## src/rtl/platform_motion_ctrl.sv

```systemverilog
// Frame-synchronous platform motion sequencer: on each qualifying vblnk rise it sweeps
// the platforms one per clock, updating X and the per-frame delta. INIT_X holds platform i at [12*i+11:12*i].
module platform_motion_ctrl #(
  parameter int                        PLAT_COUNT = 4,
  parameter int                        SCREEN_W   = 1024,
  parameter int                        PLAT_WIDTH = 204,
  parameter int                        SPEED      = 2,
  parameter int                        FRAME_DIV  = 1,
  parameter logic [PLAT_COUNT-1:0]     MOVE_MASK  = 4'b0100,
  parameter logic [12*PLAT_COUNT-1:0]  INIT_X     = {12'd0, 12'd410, 12'd820, 12'd0}
) (
  input  logic                        clk,
  input  logic                        rst,
  input  logic [1:0]                  game_active,
  input  logic                        vblnk,
  output logic [12*PLAT_COUNT-1:0]    plat_x,
  output logic [4*PLAT_COUNT-1:0]     plat_dx,
  output logic                        update_busy,
  output logic                        update_done
);

  localparam int IW = (PLAT_COUNT > 1) ? $clog2(PLAT_COUNT) : 1;
  localparam int CW = (FRAME_DIV > 1) ? $clog2(FRAME_DIV) : 1;
  localparam logic [12:0] BOUND = 13'(SCREEN_W - PLAT_WIDTH);
  localparam logic [12:0] STEP  = 13'(SPEED);

  typedef enum logic [1:0] {S_IDLE, S_UPDATE, S_DONE} state_t;

  state_t             r_state, w_state_nxt;
  logic               r_vblnk_q;
  logic [CW-1:0]      r_cnt;
  logic [IW-1:0]      r_idx;
  logic [11:0]        r_x    [PLAT_COUNT];
  logic signed [3:0]  r_dx   [PLAT_COUNT];
  logic               r_left [PLAT_COUNT];
  logic               r_busy, r_done;

  logic               w_rise, w_frame_hit, w_last, w_playing;
  logic               w_tick, w_start, w_step, w_finish;
  logic               w_moves, w_flip;
  logic [12:0]        w_old, w_sum, w_new;
  logic signed [12:0] w_diff;
  logic signed [3:0]  w_dx_sat;

  assign w_rise      = vblnk & ~r_vblnk_q;
  assign w_playing   = (game_active == 2'd1);
  assign w_frame_hit = (r_cnt == CW'(FRAME_DIV - 1));
  assign w_last      = (r_idx == IW'(PLAT_COUNT - 1));

  always_ff @(posedge clk or posedge rst) begin
    if (rst) r_state <= S_IDLE;
    else     r_state <= w_state_nxt;
  end

  always_comb begin
    w_state_nxt = r_state;
    if (!w_playing) w_state_nxt = S_IDLE;
    else begin
      case (r_state)
        S_IDLE:   if (w_rise && w_frame_hit) w_state_nxt = S_UPDATE;
        S_UPDATE: if (w_last) w_state_nxt = S_DONE;
        S_DONE:   w_state_nxt = S_IDLE;
        default:  w_state_nxt = S_IDLE;
      endcase
    end
  end

  always_comb begin
    w_tick   = 1'b0;
    w_start  = 1'b0;
    w_step   = 1'b0;
    w_finish = 1'b0;
    if (w_playing) begin
      case (r_state)
        S_IDLE:   begin w_tick = w_rise; w_start = w_rise && w_frame_hit; end
        S_UPDATE: w_step = 1'b1;
        S_DONE:   w_finish = 1'b1;
        default:  ;
      endcase
    end
  end

  // Step for the platform at r_idx, 13-bit so neither bound test can wrap.
  always_comb begin
    w_old   = {1'b0, r_x[r_idx]};
    w_moves = MOVE_MASK[r_idx] && !w_last;
    w_sum   = w_old + STEP;
    w_new   = w_old;
    w_flip  = 1'b0;
    if (w_moves) begin
      if (!r_left[r_idx]) begin
        if (w_sum >= BOUND) begin w_new = BOUND; w_flip = 1'b1; end
        else                      w_new = w_sum;
      end else begin
        if (w_old <= STEP) begin w_new = '0; w_flip = 1'b1; end
        else                     w_new = w_old - STEP;
      end
    end
    w_diff = $signed(w_new) - $signed(w_old);
    if (w_diff > 13'sd7)       w_dx_sat = 4'sd7;
    else if (w_diff < -13'sd8) w_dx_sat = -4'sd8;
    else                       w_dx_sat = w_diff[3:0];
  end

  always_ff @(posedge clk or posedge rst) begin
    if (rst) begin
      r_vblnk_q <= 1'b0;
      r_cnt     <= '0;
      r_idx     <= '0;
      r_busy    <= 1'b0;
      r_done    <= 1'b0;
      for (int unsigned i = 0; i < PLAT_COUNT; i++) begin
        r_x[i]    <= INIT_X[12*i +: 12];
        r_dx[i]   <= '0;
        r_left[i] <= 1'b0;
      end
    end else begin
      r_vblnk_q <= vblnk;
      r_done    <= 1'b0;
      if (game_active == 2'd0) begin
        r_cnt  <= '0;
        r_busy <= 1'b0;
        for (int unsigned i = 0; i < PLAT_COUNT; i++) begin
          r_x[i]    <= INIT_X[12*i +: 12];
          r_dx[i]   <= '0;
          r_left[i] <= 1'b0;
        end
      end else if (!w_playing) begin
        r_busy <= 1'b0;
        for (int unsigned i = 0; i < PLAT_COUNT; i++) r_dx[i] <= '0;
      end else begin
        if (w_tick) r_cnt <= w_frame_hit ? '0 : r_cnt + 1'b1;
        if (w_start) begin
          r_idx  <= '0;
          r_busy <= 1'b1;
        end
        if (w_step) begin
          r_x[r_idx]  <= w_new[11:0];
          r_dx[r_idx] <= w_dx_sat;
          if (w_flip) r_left[r_idx] <= ~r_left[r_idx];
          if (!w_last) r_idx <= r_idx + 1'b1;
        end
        if (w_finish) begin
          r_done <= 1'b1;
          r_busy <= 1'b0;
        end
      end
    end
  end

  for (genvar g = 0; g < PLAT_COUNT; g++) begin : g_out
    assign plat_x[12*g +: 12] = r_x[g];
    assign plat_dx[4*g +: 4]  = r_dx[g];
  end
  assign update_busy = r_busy;
  assign update_done = r_done;

endmodule

```

## config.mk

```make
export PLATFORM = sky130hd
export DESIGN_NAME = platform_motion_ctrl
export DESIGN_NICKNAME = d
export VERILOG_FILES = /design/src/rtl/platform_motion_ctrl.sv
export SDC_FILE = /design/constraint.sdc
export NUM_CORES = 1
export LEC_CHECK = 0
export CELL_PAD_IN_SITES_DETAIL_PLACEMENT = 0
export CELL_PAD_IN_SITES_GLOBAL_PLACEMENT = 1
export CORE_ASPECT_RATIO = 1.2
export CORE_MARGIN = 4
export CORE_UTILIZATION = 25
export DETAILED_ROUTE_END_ITERATION = 10
export PLACE_DENSITY = 0.54
export SYNTH_ARGS = -nofsm -noshare
export SYNTH_HDL_FRONTEND = slang
export SYNTH_SLANG_ARGS = --single-unit
```

## constraint.sdc

```tcl
create_clock -name clk -period 6.7 [get_ports clk]
set_input_delay 1.005 -clock clk [delete_from_list [all_inputs] [get_ports clk]]
set_output_delay 1.005 -clock clk [all_outputs]
set_load 0.02 [all_outputs]
```

==> results of run 1 <==
==> per-layer routing <==
layer	part of all wire (%)	up-vias
met5	0	-
met4	2.8	0
met3	5.3	32
met2	51	152
met1	40	2084
li1	-	1931
==> final cells by class <==
cell class | instances | area (um2)
Clock buffer | 10 | 229
Clock inverter | 6 | 41.3
Fill cell | 1989 | 12900
Inverter | 33 | 125
Multi-Input combinational cell | 361 | 2650
Sequential cell | 75 | 1890
Tap cell | 256 | 320
Timing Repair Buffer | 77 | 753
==> state kept, by name, indices dropped and copies added, names as in the netlist <==
signal / count
plat_x: 48
plat_dx: 16
r_left: 4
r_idx: 2
r_state: 2
r_vblnk_q: 1
update_busy: 1
update_done: 1
==> placed cells by master (no fill, tap or decap), types with 7 or more instances in the layout <==
cell / instances
o21ai_0: 48
a21o_1: 7
buf_4: 7
ha_1: 19
a22o_1: 18
a21oi_1: 29
inv_1: 29
mux4_2: 13
nor2_1: 30
xnor2_1: 14
dfrtp_1: 65
clkdlybuf4s50_1: 70
dfstp_2: 10
nand2_1: 50
nand3_1: 12
clkbuf_16: 9
==> worst max-delay path: stages (launching register included) <==
cell and delay (ns):
dfrtp_1 0.63, mux4_2 0.68, inv_1 0.18, ha_1 0.31, o21bai_1 0.17, a21oi_1 0.10, a2111oi_2 0.26, o21ai_0 0.18
a21oi_2 0.23, or3_4 0.24, nand2_1 0.17, ha_1 0.24, inv_1 0.07, fa_1 0.24, a21oi_1 0.11, o21ai_0 0.31
o221ai_1 0.21, a21oi_1 0.18, o21a_1 0.13, nor2_1 0.06, xnor2_2 0.70, o21ai_1 0.30, a21oi_1 0.19
==> power breakdown <==
part	total [uW]	switching (uW)	internal, uW
Combinational	626	404	223
Clock	443	193	251
Sequential	467	6.75	460
Total	1540	603	933
==> how the worst max path moves through the flow <==
stage          startpoint     endpoint  slack (ns)  cells past startpoint
3_3_place_gp     r_idx[1]  plat_dx[14]        0.85                     22
2_1_floorplan    r_idx[1]  plat_dx[14]        1.50                     23
3_5_place_dp     r_idx[1]   plat_dx[2]        0.71                     22
6_report         r_idx[1]  plat_dx[14]        0.74                     22
4_1_cts          r_idx[1]  plat_dx[14]        0.68                     22
5_1_grt          r_idx[1]  plat_dx[10]        0.20                     22
==> cells by family (layout without fill, tap and decap cells) <==
logic type | count (synthesis) | count (layout) | synth area share, %
buffers and inverters | 53 | 126 | 5.21
muxes | 17 | 17 | 7.12
and+or+nand+nor | 138 | 138 | 14.4
DFF | 75 | 75 | 39.5
adders and majority gates | 20 | 20 | 5.40
AOI/OAI and AO/OA | 169 | 169 | 25.2
xor gates and xnor gates | 17 | 17 | 3.12
==> through the flow <==
step | hold slack [ns] | setup slack (ns) | instances | total power (uW) | area (um2)
CTS | 0.523 | 0.678 | 818 | 1540 | 6000
floorplan | 0.476 | 1.50 | 489 | 952 | 4780
global route | 0.541 | 0.200 | 818 | 1620 | 6000
detailed placement | 0.509 | 0.708 | 802 | 1090 | 5730
finish | 0.509 | 0.737 | 818 | 1540 | 6000
global placement | 0.507 | 0.846 | 802 | 1090 | 5730
==> metrics.txt, run 1 <==
outcome=completed; Hold Path Class=flip-flop to flip-flop; hold_buf cts=0; Async SR Flop Fraction=100%; final setup fails=0; full die area=~21000 um2; Syn Area/Cell=just under 10 um2; post-synthesis sequential area ratio=between 30% and 40%; Hold Path Origin=plat_x[46]; Commonest cells post-synth=dfrtp_1, nand2_1, o21ai_0, inv_1, nor2_1; met1 Use GR=about a fifth; P per Cell Area=~260 nW/um2; CTS sink cnt=between 70 and 80; Initial Util=around a quarter; Worst R2R Path Depth=22; Post-CTS Setup Bufs=0; CTS clk-pin slew, worst paths=~0.06 ns; Vias per Instance=approximately 5; worst-path maximum fanout=11; antenna violations before repair=0; Post-layout nets=about 580; Root Buffer Master=clkbuf_16; crit end category=flip-flop; initial DRC count=between 300 and 400; top cells by area, synth=dfrtp_1, mux4_2, dfstp_2, o21ai_0, ha_1; site row count=55; Post-DRT Antenna Nets=0; layout cells sized above 1=14.8%; WL final=~17000 um; fin crit period=approximately 6.0 ns; CTS resizes=0; routing usage on met3=under 10%; # diodes=0; DRC=0; most numerous cell in the Yosys netlist=dfrtp_1; maximum vdd ir drop=roughly 0.12 mV; post-synth cell types=75; cell taking the most area after synthesis=dfrtp_1; Slew @ Worst Pin=around 1.2 ns; Inserted Clock Buffers=9; Synth warnings=0; final hold vios=0; Min-Delay Path Depth=2; setup TNS=0 ns; pin count of the biggest net entering global routing=between 70 and 80; Post-Syn Area=between 4000 and 5000 um2; HPWL Detailed=13200 um; FF+latch count, synth=75; Clock Latency Late Sink=0.34 ns; Max-Cap Viols=0; met2 Resource Use GR=28.0%; DR WL/cell=about 21 um; flop2flop setup slack=0.74 ns; vias in the first global route=around 4300; nature of the critical path startpoint=flip-flop; r2r endpoint=plat_dx[14]; Critical Path AT=approximately 6.2 ns; Synth Net Count=slightly above 500; leakage power=around 0.0024 uW; Synth Flop Type=dfrtp_1; Synth top area share=approximately 34%; TritonCTS clock tree=built; Post-synth EDFFs=0; Hold EP=plat_x[46]; Slew HR=between 15 and 20%; first-pass GRT wire length=~26000 um; RSZ-0062 raised after global routing=false; Final Cycle Share=between 80% and 90%; Port Buf Inserts=70; io pins=71; Critical Path RT=6.97 ns; Die X=134 um; total number of vias=roughly 4200; CORE AREA=between 15000 and 20000 um2; WS Path Type=flip-flop to flip-flop; Slew Viols, Final=0; FMAX=around 170 MHz; grt ovf=0; Final Util=approximately a third; Die Y=around 160 um; Area growth syn-to-layout=25.7%; RD Place Congestion=0.895; htree depth=3; GR peak layer=met2; Cells after Synth=489; All-Layer GR Usage=approximately 16%; CTS max path bufs=2; worst r2r src=r_idx[1]; drt pass-1 iters=5; clk_skew=slightly below 0.009 ns
No activity file was read; power rests on OpenSTA's default activity.
==> run 2: changes to the inputs <==
Settings changed: SLEW_MARGIN from default to 5.
==> results of run 2 <==
Final layout, timing and power as in run 1 (identical DEF).
